==> config.mk <==
export PLATFORM = sky130hd
export DESIGN_NAME = alureg_tx
export DESIGN_NICKNAME = d
export VERILOG_FILES = /design/src/rtl/alureg_tx.sv
export SDC_FILE = /design/constraint.sdc
export NUM_CORES = 1
export LEC_CHECK = 0
export ABC_AREA = 0
export CAP_MARGIN = 25
export CORE_MARGIN = 3
export CORE_UTILIZATION = 47
export DETAILED_ROUTE_END_ITERATION = 7
export PLACE_DENSITY_LB_ADDON = 0.15
export SYNTH_ARGS = -nofsm -noshare
export SYNTH_HDL_FRONTEND = slang
export SYNTH_SLANG_ARGS = --single-unit
==> constraint.sdc <==
create_clock -name clk -period 1.6 [get_ports clk]
set_input_delay 0.32 -clock clk [delete_from_list [all_inputs] [get_ports clk]]
set_output_delay 0.32 -clock clk [all_outputs]
set_load 0.05 [all_outputs]
==> src/rtl/alureg_tx.sv <==
// Serial readback transmitter for the ALU result register: snapshots the byte on request and
// shifts it out LSB first as start / 8 data / optional even parity / stop, idle-high line.
module alureg_tx #(
    parameter int CLKS_PER_BIT = 16,
    parameter int PARITY_EN    = 0
) (
    input  logic       clk,
    input  logic       rst,
    input  logic       req,
    input  logic [7:0] data_in,
    output logic       ack,
    output logic       busy,
    output logic       txd
);

    localparam int BW = $clog2(CLKS_PER_BIT);
    localparam logic [BW-1:0] BAUD_LAST = BW'(CLKS_PER_BIT - 1);

    typedef enum logic [2:0] {
        IDLE,
        START,
        DATA,
        PARITY,
        STOP
    } state_t;

    state_t        state;
    logic [7:0]    shift_reg;
    logic          parity_bit;
    logic [2:0]    bit_cnt;
    logic [BW-1:0] baud_cnt;
    logic          bit_end;

    assign bit_end = (baud_cnt == BAUD_LAST);

    // txd, busy and ack are set from the state being entered, so every output is a flop.
    // NOTE: all state here is updated with <= so every branch sees pre-edge values;
    // blocking assignments would make the shift/txd pairing depend on statement order.
    always_ff @(posedge clk or posedge rst) begin
        if (rst) begin
            state      <= IDLE;
            shift_reg  <= '0;
            parity_bit <= 1'b0;
            bit_cnt    <= '0;
            baud_cnt   <= '0;
            ack        <= 1'b0;
            busy       <= 1'b0;
            txd        <= 1'b1;
        end else begin
            ack <= 1'b0;
            if (state != IDLE) begin
                baud_cnt <= bit_end ? '0 : baud_cnt + 1'b1;
            end

            case (state)
                IDLE: begin
                    if (req) begin
                        shift_reg  <= data_in;
                        parity_bit <= ^data_in;
                        baud_cnt   <= '0;
                        state      <= START;
                        txd        <= 1'b0;
                        busy       <= 1'b1;
                        ack        <= 1'b1;
                    end
                end
                START: begin
                    if (bit_end) begin
                        state <= DATA;
                        txd   <= shift_reg[0];
                    end
                end
                DATA: begin
                    if (bit_end) begin
                        shift_reg <= {1'b0, shift_reg[7:1]};
                        bit_cnt   <= bit_cnt + 3'd1;
                        if (bit_cnt == 3'd7) begin
                            if (PARITY_EN != 0) begin
                                state <= PARITY;
                                txd   <= parity_bit;
                            end else begin
                                state <= STOP;
                                txd   <= 1'b1;
                            end
                        end else begin
                            txd <= shift_reg[1];
                        end
                    end
                end
                PARITY: begin
                    if (bit_end) begin
                        state <= STOP;
                        txd   <= 1'b1;
                    end
                end
                STOP: begin
                    if (bit_end) begin
                        state <= IDLE;
                        busy  <= 1'b0;
                        txd   <= 1'b1;
                    end
                end
                default: begin
                    state <= IDLE;
                    busy  <= 1'b0;
                    txd   <= 1'b1;
                end
            endcase
        end
    end

endmodule

### Yosys cells after proc, flatten, opt, wreduce, memory -nomap -nowiden

Index checks and enable logic that the tools add are counted.

* bits in latches: 0
* bits in read-only memories: 0
* RAM bits: 0
* word-level logic and storage cells: 58
* memories: 0
* bits of input ports: 11
* register bits after elaboration: 21
* output and inout bits: 3

* mux-type cells: 25
* bitwise gates (word level): 1
* shift-type cells: 0
* equality and inequality tests: 13
* $add $sub $neg: 2
* magnitude comparators: 0
* reductions and logical operators: 10
* div/mod/pow operators: 0
* $mul: 0

Operator list (number)
* two-way mux 3 bit: 6
* two-way mux 4 bit: 4
* two-way mux 8 bit: 2
* one-hot mux 8 bit (2 select lines): 1
* one-hot mux 3 bit (5 select lines): 1
* != test 2 bit (second input constant): 6
* two-way mux 1 bit: 9
* == test 3 x 2 -> 1 bit (second input constant): 2
* == test 3 bit (second input constant): 2
* AND reduction 3 bit: 2
* AND reduction 6 bit: 1
* adder 4 x 1 -> 4 bit (second input constant): 1
* == test 4 bit (second input constant): 1
* one-hot mux 1 bit (4 select lines): 1
* AND reduction 4 bit: 1
* adder 3 x 1 -> 3 bit (second input constant): 1
* == test 3 x 1 -> 1 bit (second input constant): 1
* logical NOT 3 bit: 1
* one-hot mux 1 bit (3 select lines): 1
* nonzero test 3 bit: 1
* OR reduction 3 bit: 1
* != test 2 x 1 -> 1 bit (second input constant): 1
* AND reduction 2 bit: 1
* nonzero test 2 bit: 1
* other kinds (2): 2

### Longest topological paths before layout

* word-level depth: 5
* mapped depth: 5
* gate-level depth less buffers: 5

### Worst setup path after synthesis

Ideal clock, no wire load.

* path type: flip-flop to flip-flop
* start: reg baud_cnt[0]
* end: reg state[1]
* path buffers: 1
* slack: 0.067 ns
* stages on the path, launching flop included: 6
* clock period less this slack: 1.533 ns
* required time: 1.522 ns
* data arrival time: 1.456 ns
* library setup time: 0.078 ns
* path through: dfrtp_1 -> ha_1 -> nand3_1 -> clkbuf_1 -> or3b_2 -> a21oi_1

* word-level cells in the longest chain between the ends: 3
* elaborated cells between the ends (all ways): 6
* classes of those cells: eq/ne (5); reduce/logical (1)

RTL lines
* from (decl): RTL line 31 `logic [BW-1:0] baud_cnt;`
* from (signal assigned): RTL line 52 `baud_cnt <= bit_end ? '0 : baud_cnt + 1'b1;`
* == test 4 bit (*): RTL line 34 `assign bit_end = (baud_cnt == BAUD_LAST);`
* != test 2 bit (no line)
* AND reduction 6 bit (no line) (*)
* to (signal assigned): RTL line 41 `state <= IDLE;`
* to (signal assigned): RTL line 61 `state <= START;`
* to (signal assigned): RTL line 69 `state <= DATA;`
* to (decl): RTL line 27 `state_t state;`

Mark *: on every way between the ends. The rest lies on a longest branch, timed or not.
A chain may end at the register's enable or synchronous reset.

### Final worst setup path

* start: reg bit_cnt[0]
* end: reg txd

* word-level cells in the longest chain between the ends: 4

RTL lines
* from (decl): RTL line 30 `logic [2:0] bit_cnt;`
* from (signal assigned): RTL line 76 `bit_cnt <= bit_cnt + 3'd1;`
* == test 3 bit: RTL line 77 `if (bit_cnt == 3'd7) begin`
* two-way mux 1 bit: RTL line 77
* two-way mux 1 bit: RTL line 74 `if (bit_end) begin`
* one-hot mux 1 bit (4 select lines): RTL line 55 `case (state)`
* to (signal assigned): RTL line 70 `txd <= shift_reg[0];`
* to (signal assigned): RTL line 80 `txd <= parity_bit;`
* to (signal assigned): RTL line 86 `txd <= shift_reg[1];`
* to (decl): RTL line 13 `output logic txd`

Every way passes these cells. The select of a mux whose other input is x is not followed.

==> results.yml <==
global_route:
  grt_start_max_net_pins: 22
  busiest_layer: "met2"
  grtUsageMet1_pct: 22.7
  gr-usage-met3_pct: 3.10
  grt.overflow.total: 0
  grt_pass1_wl_mm: 3.82
  grt_pass1_vias: 873
  track_usage_pct: 19.3
  antenna_found_initial: 0
  met2_usage_pct: 33.1
timing:
  finClkSkew_ns: 0.00503
  setup_viol: 0
  max_slew_margin_pct: 80.1
  rsz0062_at_grt: "yes"
  fin_crit_sh_pct: 96.8
  finalHoldViolCount: 0
  final.setup.tns_ns: 0
  worstMarginPinSlew_ns: 0.294
  fin_crit_ns: 1.55
  max_clock_freq_mhz: 645
  whs_ns: 0.360
  slew_viol_final: 0
critical_path:
  worstPathArrival_ns: 1.80
  crit_required_ns: 1.85
  r2r_setup_slack_ns: 0.05
  reg2reg_from: "bit_cnt[0]$_DFFE_PP0P_"
  reg2reg_depth: 5
  critPathKind: "flip-flop to flip-flop"
  cp-end-kind: "flip-flop"
  crit_fanout: 2
  startpoint_type: "flip-flop"
  reg2reg_to: "txd$_DFFE_PP1P_"
yosys:
  seq_area_frac_synth_pct: 50.5
  synth_adder_area_share_pct: 3.60
  synth.most_common_cell: "dfrtp_1"
  synth_common_cells: "dfrtp_1, o221a_2, a21oi_1, nand2b_1"
  yosys.area_share.xor_xnor_pct: 0.839
  synth_edf_count: 0
  syn-num-nets: 109
  synth_area_leaders: "dfrtp_1, o221a_2, ha_1, nand2b_1, a21oi_1"
  ys.flop_type: "dfrtp_1"
  async_reset_ff_share_pct: 100
  yosys.area_share.simple_pct: 17.9
  synth_top_family_by_area: "compound AO/OA/AOI/OAI gates"
  yosysTopAreaCellShare_pct: 48.0
  synthMuxAreaShare_pct: 2.88
  synth_top_cell_by_area: "dfrtp_1"
  syn_inst: 95
  synth_compound_gate_area_share_pct: 19.7
  ys_seq_elements: 21
  synth_warnings: 0
  yosysUniqueCellTypes: 33
  synth_area_um2: 1040
  avgSynthCellArea_um2: 11.0
placement:
  place.gp.congestion: 0.861
  dpl.cell_count: 147
  dp_hpwl_mm: 1.65
  portBuffers: 13
floorplan:
  num_rows: 16
  fp.coreArea_um2: 2020
  dieArea_um2: 2820
  top_level_ports: 14
  die_width_um: 53.1
  die_y_um: 53.1
  start_util_pct: 51.6
drt:
  drt_pre_antenna_iters: 4
  dr_total_vias: 842
  drt.antenna.violating_nets: 0
  viasPerCell: 5.54
  drc: 0
  wl_mm: 2.23
  drt-wirelength-per-cell_um: 14.7
  drt_iter0_drc: 7
power:
  powerDensity_nw_per_um2: 604
  pwr-share-comb_pct: 5.3
  p_total_mw: 0.836
  leakage_nw: 0.654
  peakVddDrop_uv: 602
  p_clk_share_pct: 30.9
  switching_share_pct: 21.7
  cell_internal_pwr_mw: 0.654
  p_switching_mw: 0.182
  pwr-share-seq_pct: 63.8
outcome:
  status: "finished clean"
cells_and_area:
  nets: 140
  area_growth_pct: 32.5
  multi_input_area_um2: 499
  regArea_um2: 527
  fillers: 162
  largest_register_ffs: 8
  drive_gt1_share_pct: 36.0
  finalNonFillerCells: 152
  diodes: 0
run:
  max_cap_violations: 0
clocking:
  cts-buffers-inserted: 3
  clock-sinks: 21
  h-tree-depth: 1
  clk_latency_ns: 0.31
  cts_tree: "yes"
  cts_root_buf: "clkbuf_4"
  clockBufferDepth: 2
  postCtsHoldBufs: 0
  cts.clk_slew.worst_paths_ns: 0.12
min_path:
  hold_class: "input pin to async pin"
-- layout make-up --
class                      instances  area share (%)
sequential                        21            38.1
multi-input combinational         63            36.1
timing repair buffer              31            19.5
tap                               27            2.44
inverter                           6            1.81
clock buffer                       3            1.63
clock inverter                     1           0.362
-- power groups by stage --
| stage | Clock, mW | Combinational [mW] | Sequential [mW] |
|---|---|---|---|
| after detailed placement | 0 | 0.0450 | 0.543 |
| final | 0.258 | 0.0444 | 0.533 |
| after global routing | 0.289 | 0.0483 | 0.533 |
| after global placement | 0 | 0.0434 | 0.543 |
| after CTS | 0.261 | 0.0453 | 0.533 |
| after floorplan | 0 | 0.0123 | 0.543 |
-- logic make-up (layout without fill, tap and decap cells) --
group                      count (synthesis)  count (layout)
AOI/OAI and AO/OA                         26              26
xor gates and xnor gates                   1               1
and+or+nand+nor                           31              31
adders and majority gates                  3               3
muxes                                      2               2
buffers and inverters                     11              41
DFF                                       21              21
-- how the worst max path moves through the flow --
stage	startpoint	to	slack, ns
global placement	req	shift_reg[2]$_DFFE_PP0P_	-0.22
global route	bit_cnt[0]$_DFFE_PP0P_	txd$_DFFE_PP1P_	-0.02
finish	bit_cnt[0]$_DFFE_PP0P_	txd$_DFFE_PP1P_	0.05
CTS	bit_cnt[0]$_DFFE_PP0P_	txd$_DFFE_PP1P_	0.0006
detailed placement	req	shift_reg[6]$_DFFE_PP0P_	-0.27
floorplan	baud_cnt[0]$_DFF_PP0_	state[1]$_DFFE_PP0P_	0.07
-- critical path, cell delays in order, from the launching register on --
cell,delay (ns)
dfrtp_1,0.41
ha_2,0.18
ha_2,0.17
or3_1,0.31
a221o_1,0.30
o311a_1,0.12
-- metrics by stage --
stage          cell area, µm²  util (%)  setup WS (ns)
6_report                 1380      68.4         0.0507
2_1_floorplan            1040         -         0.0666
3_3_place_gp             1310      65.0         -0.218
5_1_grt                  1380      68.4        -0.0164
3_5_place_dp             1310      65.0         -0.271
4_1_cts                  1360      67.4       0.000637
-- cells in the final DEF (no fill, tap or decap), types with 2 or more instances in the layout --
cell type and n:
or3b_1 2, nand2_1 5, o211ai_1 2, clkbuf_4 3, or3_1 2, o21ai_0 4, dfrtp_1 20, nor2_1 2
clkdlybuf4s50_1 10, a21oi_1 5, buf_4 20, nand2b_1 6, and3_1 2, o221a_2 7, mux2_4 2, a21o_1 2
inv_1 5, ha_2 2, nand3_1 4
-- metal layers --
metal,share of wire (%),up-vias
met5,0,-
met4,2.7,0
met3,3.6,6
met2,48,14
met1,46,409
li1,-,413
-- timing repair --
item                                   4_1_cts  5_1_grt
resized for setup                            3        6
endpoints found under the hold margin        0        0
buffers inserted                             1        0
setup endpoints to repair                   11       10
Power figures use the tool's default switching activity.
